===== config.mk =====
export PLATFORM = sky130hd
export DESIGN_NAME = air_quality_scheduler
export DESIGN_NICKNAME = d
export VERILOG_FILES = /design/src/rtl/air_quality_pkg.sv /design/src/rtl/aq_moving_average.sv /design/src/rtl/air_quality_scheduler.sv
export SDC_FILE = /design/constraint.sdc
export NUM_CORES = 1
export LEC_CHECK = 0
export ABC_CLOCK_PERIOD_IN_PS = 4250
export BUFFER_PORTS_ARGS = -buffer_cell sky130_fd_sc_hd__buf_2
export CORE_MARGIN = 5
export CORE_UTILIZATION = 29
export CTS_CLUSTER_SIZE = 25
export DETAILED_ROUTE_END_ITERATION = 8
export SLEW_MARGIN = 20
export SYNTH_ARGS = -nofsm -noshare
export SYNTH_HDL_FRONTEND = slang
export SYNTH_SLANG_ARGS = --single-unit

===== constraint.sdc =====
create_clock -name clk -period 4.25 [get_ports clk]
set_clock_uncertainty 0.15 [all_clocks]
set_input_delay 0.2125 -clock clk [delete_from_list [all_inputs] [get_ports clk]]
set_output_delay 0.2125 -clock clk [all_outputs]
set_load 0.03 [all_outputs]

===== src/rtl/air_quality_pkg.sv =====
// Shared constants for the air-quality scheduler: state encoding, default
// thresholds/timing and the sensor sample width.
package air_quality_pkg;
  localparam int SAMPLE_W            = 8;
  localparam int DEF_PUR_ON          = 100;
  localparam int DEF_PUR_OFF         = 80;
  localparam int DEF_HUM_ON          = 30;
  localparam int DEF_HUM_OFF         = 45;
  localparam int DEF_MIN_ON_CYCLES   = 16;
  localparam int DEF_COOLDOWN_CYCLES = 8;
  localparam int DEF_CNT_W           = 16;

  typedef enum logic [1:0] {
    IDLE     = 2'd0,
    PURIFY   = 2'd1,
    HUMIDIFY = 2'd2,
    COOLDOWN = 2'd3
  } aq_state_t;
endpackage


===== src/rtl/aq_moving_average.sv =====
// 4-sample shift window; filt_avg is the truncated mean, combinational from
// the window registers so the FSM sees it one edge after capture.
module aq_moving_average
  import air_quality_pkg::*;
(
  input  logic                clk,
  input  logic                rst,
  input  logic [SAMPLE_W-1:0] sample,
  input  logic                sample_valid,
  output logic [SAMPLE_W-1:0] filt_avg,
  output logic                avg_valid
);
  logic [3:0][SAMPLE_W-1:0] win;
  logic [2:0]               fill;
  logic [SAMPLE_W+1:0]      sum;

  always_ff @(posedge clk or posedge rst) begin
    if (rst) begin
      win  <= '0;
      fill <= '0;
    end else if (sample_valid) begin
      win <= {win[2:0], sample};
      if (fill != 3'd4) fill <= fill + 3'd1;
    end
  end

  always_comb begin
    sum = '0;
    for (int i = 0; i < 4; i++) sum = sum + (SAMPLE_W+2)'(win[i]);
  end

  assign filt_avg  = sum[SAMPLE_W+1:2];
  assign avg_valid = (fill == 3'd4);
endmodule


===== src/rtl/air_quality_scheduler.sv =====
// Purifier/humidifier sequencer: hysteresis thresholds on the filtered sample,
// minimum on-time, fixed cooldown, and mutually exclusive appliance drive.
module air_quality_scheduler
  import air_quality_pkg::*;
#(
  parameter int PUR_ON          = DEF_PUR_ON,
  parameter int PUR_OFF         = DEF_PUR_OFF,
  parameter int HUM_ON          = DEF_HUM_ON,
  parameter int HUM_OFF         = DEF_HUM_OFF,
  parameter int MIN_ON_CYCLES   = DEF_MIN_ON_CYCLES,
  parameter int COOLDOWN_CYCLES = DEF_COOLDOWN_CYCLES,
  parameter int CNT_W           = DEF_CNT_W
) (
  input  logic                clk,
  input  logic                rst,
  input  logic [SAMPLE_W-1:0] air_quality,
  input  logic                sample_valid,
  input  logic                enable,
  output logic                purifier,
  output logic                humidifier,
  output logic [1:0]          state,
  output logic [SAMPLE_W-1:0] filt_avg,
  output logic                avg_valid
);
  localparam logic [SAMPLE_W-1:0] P_ON   = SAMPLE_W'(PUR_ON);
  localparam logic [SAMPLE_W-1:0] P_OFF  = SAMPLE_W'(PUR_OFF);
  localparam logic [SAMPLE_W-1:0] H_ON   = SAMPLE_W'(HUM_ON);
  localparam logic [SAMPLE_W-1:0] H_OFF  = SAMPLE_W'(HUM_OFF);
  localparam logic [CNT_W-1:0]    MIN_LAST  = CNT_W'(MIN_ON_CYCLES - 1);
  localparam logic [CNT_W-1:0]    COOL_LAST = CNT_W'(COOLDOWN_CYCLES - 1);

  aq_state_t        st, nxt;
  logic [CNT_W-1:0] cnt;

  aq_moving_average u_avg (
    .clk          (clk),
    .rst          (rst),
    .sample       (air_quality),
    .sample_valid (sample_valid),
    .filt_avg     (filt_avg),
    .avg_valid    (avg_valid)
  );

  // Purify wins when both requests could hold (cannot with legal thresholds).
  always_comb begin
    nxt = st;
    case (st)
      IDLE: begin
        if (enable && avg_valid) begin
          if (filt_avg >= P_ON)      nxt = PURIFY;
          else if (filt_avg <= H_ON) nxt = HUMIDIFY;
        end
      end
      PURIFY:
        if (!enable || (cnt >= MIN_LAST && filt_avg <= P_OFF)) nxt = COOLDOWN;
      HUMIDIFY:
        if (!enable || (cnt >= MIN_LAST && filt_avg >= H_OFF)) nxt = COOLDOWN;
      COOLDOWN:
        if (cnt == COOL_LAST) nxt = IDLE;
      default: nxt = IDLE;
    endcase
  end

  // Drives are registered from the next state so they track the state register.
  always_ff @(posedge clk or posedge rst) begin
    if (rst) begin
      st         <= IDLE;
      cnt        <= '0;
      purifier   <= 1'b0;
      humidifier <= 1'b0;
    end else begin
      st         <= nxt;
      purifier   <= (nxt == PURIFY);
      humidifier <= (nxt == HUMIDIFY);
      if (nxt != st)     cnt <= '0;
      else if (cnt != '1) cnt <= cnt + 1'b1;
    end
  end

  assign state = st;
endmodule


==> run metrics, run 1 <==
DR pass1 iterations=4; # DRC=0; FF-to-FF End=cnt[12]$_DFFE_PP0P_; Worst path slowest cell=dfrtp_1; FF-to-FF path depth=19; Req. time, crit path=4.30 ns; synthesized cell area=3495 sq um; Arr. time, crit path=4.31 ns; clock root buffer=clkbuf_16; clk sinks=55; CTS tree=yes; Die Ht=119.8 um; final worst-path cycle share=100.2%; Antenna diodes=0; Max-cap violations=0; antenna-violating nets left=0; CP Launch Point=u_avg.win[0]$_DFFE_PP0P_; initial core utilization=29.34%; global-route wire length before repair=12,080 um; Worst-Skew Late Latency=0.29 ns; critical path endpoint category=flop; CP bufs+invs=3; largest family of logic cells by synthesized area=simple AND/OR/NAND/NOR gates; Post-synth EDFFs=0; Die W=119.8 um; status=complete, but fails checks; post-synth net total=372; area fraction in compound gates after synthesis=13.18%; # rows=40; fmax=0.2348 GHz; via count=2,554; filler-free cell count of the finished design=533; drt wl/cell=13.08 um; Async S/R FF share, synth=100.0%; Critical Path End=cnt[12]$_DFFE_PP0P_; Setup TNS=-0.008450 ns; Ports=25; area of the multi-input gates=2063 sq um; register area share after synthesis=39.38%; Post-Synth Adder-Cell Area=11.96%; H-tree Lvls=2; CTS max path bufs=2; fin util=36.34%; most frequent cells in the layout=55 x dfrtp_1, 30 x inv_1, 23 x mux2_2, 23 x buf_4, 21 x buf_2; Distinct cells, synth=61; max incr delay on CP=0.39 ns; Post-DP HPWL=4959 um; Worst R2R Start=u_avg.win[0]$_DFFE_PP0P_; stages on the worst setup path=19; Fill cells=1,192; critical path's top delay family=compound AO/OA/AOI/OAI gates; number of global-route vias before repair=2,616; 1st-iter DRT viols=150; Syn Inst Count=332; largest net degree at the start of global routing=56; FF-to-FF setup slack=-0.008 ns; Max-slew headroom=45.34%; worst slew pin tran=0.8200 ns; Setup WS post-layout=-0.008450 ns; Pins Over Slew Limit=0; area grow syn2layout=23.88%; Setup CP Type=flop to flop; crit path cell chain=ha_2, fa_2, a21o_1, a21oi_2, o21bai_1, a21oi_2, xor2_1, fa_1, inv_1, ha_4, or3b_4, o311ai_2, a311oi_2, inv_2, o21a_1, o211ai_1, a22oi_4, buf_12, a311oi_2; initial antenna violation count=0; Reg area=1376 sq um; most common cell after layout, fill and taps aside=dfrtp_1; Inserted Clock Buffers=5; NumNets Final=425; post-DR vias/cell=4.792; post-route minimum period=4.258 ns; Hold Path Class=input pin to flop; mux contribution to synthesized area=7.984%; GRT Overall Usage=10.08%; Critical Path Source Type=flop; PortBufs=24; Most used DFF post-synth=dfrtp_1; Die ar.=14,350 sq um; crit path max fanout=8; Worst-path clk slew=0.07 ns; setup slack at placement=-0.07645 ns; Placer Congestion=0.8344; failing checks=setup timing; post-placement cell count=508; Final setup viols=1; RSZ-0062 raised after global routing=true; Post-Synth Simple-Gate Area=14.72%; Mean Syn Cell Area=10.53 sq um; Routed WL=6974 um; Placeable Area=11,910 sq um; Hold Path Stages=2; number of synthesized register bits=55; final hold violations=0; yosys warns=0; gr ovfl total=0; layout cells sized above 1=36.01%; xor-xnor portion of the synthesized cell area=6.874%
==> through the flow <==
step                      hold WS [ns]  instance area, sq um
final                          0.01872                  4329
after global routing           0.01711                  4329
after CTS                     0.002457                  4154
after detailed placement        0.2986                  3901
after global placement          0.2938                  3901
after floorplan                 0.2142                  3540
==> layer usage <==
layer  vias to the layer above  GRT usage [%]  wire length (um)
met1                      1244          13.25              3278
li1                       1257              -                 -
met2                        43          16.53              3349
met3                        10          2.026               215
met4                         0          3.579               131
met5                         -              0                 0
==> repair_timing <==
item	CTS	global route
gates resized for setup	3	23
setup buffers	3	5
gates cloned	0	1
endpoints found under the hold margin	19	1
hold buffers	7	1
pin swaps	7	24
setup endpoints to repair	17	23
==> logic make-up after synthesis <==
logic type | count (synthesis)
AO/OA/AOI/OAI | 64
XOR/XNOR | 24
adder cells (fa/ha/maj) | 28
buffers and inverters | 46
flip-flops | 55
multiplexers | 25
AND/OR/NAND/NOR | 90
==> cells in the mapped netlist (4+ instances only) <==
master | n | area (sq um)
and3_1 | 6 | 37.54
ha_1 | 19 | 237.7
nor3_1 | 5 | 25.02
nor2_2 | 10 | 62.56
nand4_1 | 6 | 37.54
nand2_1 | 17 | 63.81
a21oi_1 | 16 | 80.08
nand3_1 | 9 | 45.04
inv_1 | 34 | 127.6
xnor2_1 | 8 | 70.07
a21o_1 | 4 | 30.03
fa_1 | 9 | 180.2
nand2b_1 | 6 | 37.54
dfrtp_1 | 55 | 1376
mux2_2 | 23 | 259.0
nor2_1 | 11 | 41.29
xor2_1 | 12 | 105.1
o21ai_0 | 16 | 80.08
==> sequential cells by signal (all words and copies together), names as in the netlist <==
register	cells
u_avg.fill	3
humidifier	1
purifier	1
state	2
cnt	16
u_avg.win	32
==> worst min-delay path by stage <==
| stage | to | slack (ns) | start |
|---|---|---|---|
| floorplan | u_avg.win[0]$_DFFE_PP0P_ | 0.21 | air_quality[0] |
| global placement | u_avg.win[5]$_DFFE_PP0P_ | 0.29 | air_quality[5] |
| detailed placement | u_avg.win[4]$_DFFE_PP0P_ | 0.30 | air_quality[4] |
| CTS | u_avg.win[6]$_DFFE_PP0P_ | 0.002 | air_quality[6] |
| global route | u_avg.win[1]$_DFFE_PP0P_ | 0.02 | air_quality[1] |
| finish | u_avg.win[1]$_DFFE_PP0P_ | 0.02 | air_quality[1] |
==> area by class of cell <==
class / count / share of cell area [%]
clock buffers: 6 / 2.977
clock inverters: 2 / 0.3757
inverters: 35 / 3.035
multi-input cells: 231 / 47.66
flip-flops and latches: 55 / 31.79
well taps: 147 / 4.249
repair buffers: 57 / 9.913
Power of run 1 is left out: the tool's default activity adds up to more than one toggle a clock period on the data nets, which glitch-free logic cannot reach.
==> run 2: changes to the inputs <==
SKIP_LAST_GASP = 1   (was default)
==> run metrics, run 2 (synthesis gave the netlist of run 1 again) <==
status=complete, but fails checks; failing checks=setup timing; Setup CP Type=flop to flop; H-tree Lvls=2; Pins Over Slew Limit=0; RSZ-0062 raised after global routing=true; met3 WL post-DR=211 um; Metal-1 WL=3260 um; Worst R2R Start=u_avg.win[0]$_DFFE_PP0P_; Die ar.=14,350 sq um; filler-free cell count of the finished design=533; clk sinks=55; Placer Congestion=0.8344; fmax=0.2348 GHz; final hold violations=0; post-DR vias/cell=4.767; largest net degree at the start of global routing=56; # rows=40; CTS max path bufs=2; Req. time, crit path=4.30 ns; GRT Overall Usage=10.07%; Hold Path Class=input pin to flop; Fill cells=1,192; final worst-path cycle share=100.2%; most frequent cells in the layout=55 x dfrtp_1, 30 x inv_1, 24 x buf_4; max incr delay on CP=0.39 ns; Max-cap violations=0; CTS tree=yes; fin util=36.34%; setup slack at placement=-0.07645 ns; Placeable Area=11,910 sq um; met2 WL=3339 um; Critical Path Source Type=flop; Post-DP HPWL=4959 um; clock root buffer=clkbuf_16; CP Launch Point=u_avg.win[0]$_DFFE_PP0P_; crit path cell chain=ha_2, fa_2, a21o_1, a21oi_2, o21bai_1, a21oi_2, xor2_1, fa_1, inv_1, ha_4, or3b_4, o311ai_2, a311oi_2, inv_2, o21a_1, o211ai_1, a22oi_4, buf_12, a311oi_2; initial antenna violation count=0; post-route minimum period=4.259 ns; number of global-route vias before repair=2,616; # DRC=0; Ports=25; drt wl/cell=13.02 um; Max Used Layer=met4; area grow syn2layout=23.88%; via count=2,541; Die W=119.8 um; PortBufs=24; NumNets Final=425; DR pass1 iterations=4; Arr. time, crit path=4.31 ns; post-placement cell count=508; Hold Path Origin=air_quality[1]; Inserted Clock Buffers=5; Worst-path clk slew=0.07 ns; most flop-heavy register=u_avg.win; Worst-Skew Late Latency=0.29 ns; gr ovfl total=0; Final setup viols=1; most common cell after layout, fill and taps aside=dfrtp_1; Die Ht=119.8 um; Antenna diodes=0; critical path endpoint category=flop; global-route wire length before repair=12,080 um; antenna-violating nets left=0; crit path max fanout=8; Worst path slowest cell=dfrtp_1; Routed WL=6941 um; largest registers=u_avg.win: 32 flops, cnt: 16 flops, u_avg.fill: 3 flops; worst slew pin tran=0.8230 ns; layout cells sized above 1=36.01%; Setup WS post-layout=-0.008667 ns; initial core utilization=29.34%; Max-slew headroom=45.13%; WHS=0.01864 ns; 1st-iter DRT viols=164; number of flip-flops in the largest register=32
## run 2: timing repair
| action | in CTS | in global routing |
|---|---|---|
| pin swaps | 7 | 23 |
| resized for setup | 2 | 25 |
| buffers inserted | 3 | 5 |
| endpoints found under the hold margin | 19 | 1 |
| gates cloned | 0 | 1 |
| endpoints found under the setup margin | 17 | 23 |
| hold buffers | 7 | 1 |
## run 2: area by class of cell
cell class | instances | area [sq um] | area share (%)
inverters | 35 | 131.4 | 3.035
clock buffers | 6 | 128.9 | 2.977
repair buffers | 57 | 429.2 | 9.913
clock inverters | 2 | 16.27 | 0.3757
multi-input cells | 231 | 2063 | 47.66
well taps | 147 | 183.9 | 4.249
flip-flops and latches | 55 | 1376 | 31.79
## run 2: worst paths after layout
path	cells past startpoint	slack [ns]	endpoint
max	19	-0.009	cnt[12]$_DFFE_PP0P_
min in group asynchronous	4	0.50	u_avg.win[0]$_DFFE_PP0P_
min reg2reg	2	0.33	u_avg.win[27]$_DFFE_PP0P_
max reg2reg	19	-0.009	cnt[12]$_DFFE_PP0P_
max in group asynchronous	4	2.97	cnt[7]$_DFFE_PP0P_
min	2	0.02	u_avg.win[1]$_DFFE_PP0P_
## run 2: per-layer routing
metal	GRT usage [%]	vias up
li1	-	1256
met1	13.22	1242
met2	16.53	33
met3	2.026	10
met4	3.579	0
met5	0	-
## run 2: worst max-delay path: cells and delay by family, from the launching register on
kind	cells	cell delay (ns)
AOI/OAI and AO/OA	10	1.71
adders and majority gates	4	1.19
DFF	1	0.39
buffers and inverters	3	0.38
and+or+nand+nor	1	0.23
xor gates and xnor gates	1	0.10
## run 2: through the flow
step	area (sq um)	TNS (ns)
after floorplan	3540	0
after global placement	3901	-0.004249
after detailed placement	3901	-0.1492
after CTS	4146	-0.02396
after global routing	4329	-3.827
final	4329	-0.008667
Power of run 2 is left out for the same reason.
==> run 3: changes to the inputs <==
RECOVER_POWER = 100   (was default)
==> run metrics, run 3 (synthesis gave the netlist of run 1 again) <==
failing checks=capacitance limit, slew limit, setup timing; clock root buffer=clkbuf_16; GRT Overall Usage=10.07%; number of global-route vias before repair=2,616; antenna-violating nets left=0; final hold violations=0; Routed WL=6955 um; fin util=36.24%; CTS max path bufs=2; Ports=25; Post-DP HPWL=4959 um; post-DR vias/cell=4.777; worst slew pin tran=1.970 ns; status=complete, but fails checks; Max-cap violations=1; Setup CP Type=flop to flop; Hold Path Class=input pin to flop; final worst-path cycle share=100.3%; post-placement cell count=508; layout cells sized above 1=33.68%; Final setup viols=7; RSZ-0062 raised after global routing=true; gr ovfl total=0; initial core utilization=29.34%; crit path max fanout=8; crit path cell chain=ha_2, fa_2, a21o_1, a21oi_2, o21bai_1, a21oi_2, xor2_1, fa_1, inv_1, ha_4, or3b_4, o311ai_2, a311oi_2, inv_2, o21a_1, o211ai_1, a22oi_4, buf_12, a311oi_2; number of flip-flops in the largest register=32; largest net degree at the start of global routing=56; post-route cell area=4317 sq um; Placed Area=3901 sq um; Max-slew headroom=-31.30%; Die W=119.8 um; critical path endpoint category=flop; most flop-heavy register=u_avg.win; # rows=40; drt wl/cell=13.05 um; critical path's top delay family=compound AO/OA/AOI/OAI gates; Worst path slowest cell=dfrtp_1; most frequent cells in the layout=55 x dfrtp_1, 31 x inv_1, 23 x mux2_2, 23 x buf_4, 17 x nand2_1; fmax=0.2345 GHz; 1st-iter DRT viols=154; NumNets Final=425; Placeable Area=11,910 sq um; Pins Over Slew Limit=46; largest registers=u_avg.win: 32 flops, cnt: 16 flops, u_avg.fill: 3 flops; DR pass1 iterations=4; initial antenna violation count=0; Inserted Clock Buffers=5; Placer Congestion=0.8344; Setup WS post-layout=-0.01367 ns; most common cell after layout, fill and taps aside=dfrtp_1; via count=2,546; max incr delay on CP=0.39 ns; global-route wire length before repair=12,080 um; PortBufs=24; Antenna diodes=0; # DRC=0; Die Ht=119.8 um; area grow syn2layout=23.52%; post-route minimum period=4.264 ns; CTS tree=yes; Critical Path Source Type=flop; Worst-Skew Late Latency=0.29 ns; Req. time, crit path=4.30 ns; filler-free cell count of the finished design=533; Die ar.=14,350 sq um; H-tree Lvls=2; clk sinks=55; Arr. time, crit path=4.31 ns; Worst-path clk slew=0.07 ns; CP bufs+invs=3
run 3: final timing paths:
path,from,end,slack [ns],depth (start not counted)
setup / recovery,u_avg.win[0]$_DFFE_PP0P_,cnt[12]$_DFFE_PP0P_,-0.01,19
hold / removal,air_quality[1],u_avg.win[1]$_DFFE_PP0P_,0.02,2
setup reg to reg,u_avg.win[0]$_DFFE_PP0P_,cnt[12]$_DFFE_PP0P_,-0.01,19
hold reg to reg,u_avg.win[19]$_DFFE_PP0P_,u_avg.win[27]$_DFFE_PP0P_,0.33,2
max in group asynchronous,rst,cnt[7]$_DFFE_PP0P_,2.34,4
min in group asynchronous,rst,u_avg.win[0]$_DFFE_PP0P_,0.77,4
run 3: area by class of cell:
cell class	instances	area [sq um]
Tap cell	147	183.9
Fill cell	1196	7595
Sequential cell	55	1376
Multi-Input combinational cell	231	2063
Clock buffer	6	128.9
Clock inverter	2	16.27
Timing Repair Buffer	57	416.7
Inverter	35	131.4
run 3: what timing repair did:
action,4_1_cts,5_1_grt
buffers inserted,3,5
hold buffers,7,1
pin swaps,7,23
cloned,0,1
endpoints found under the setup margin,17,23
endpoints found under the hold margin,19,1
resized for setup,2,25
run 3: routing by layer:
metal	GRT usage, %	part of all wire [%]	vias up
met5	0	0	-
met2	16.53	48	36
met3	2.026	2.9	10
met1	13.22	47	1244
li1	-	-	1256
met4	3.579	1.9	0
run 3: stage by stage:
stage	hold WS (ns)	setup WS, ns	setup TNS [ns]
2_1_floorplan	0.2142	0.003785	0
3_3_place_gp	0.2938	-0.004249	-0.004249
3_5_place_dp	0.2986	-0.07645	-0.1492
4_1_cts	0.002457	-0.01823	-0.02396
5_1_grt	0.01728	-0.2331	-3.830
6_report	0.01898	-0.01367	-0.02545
Power of run 3 is left out for the same reason.
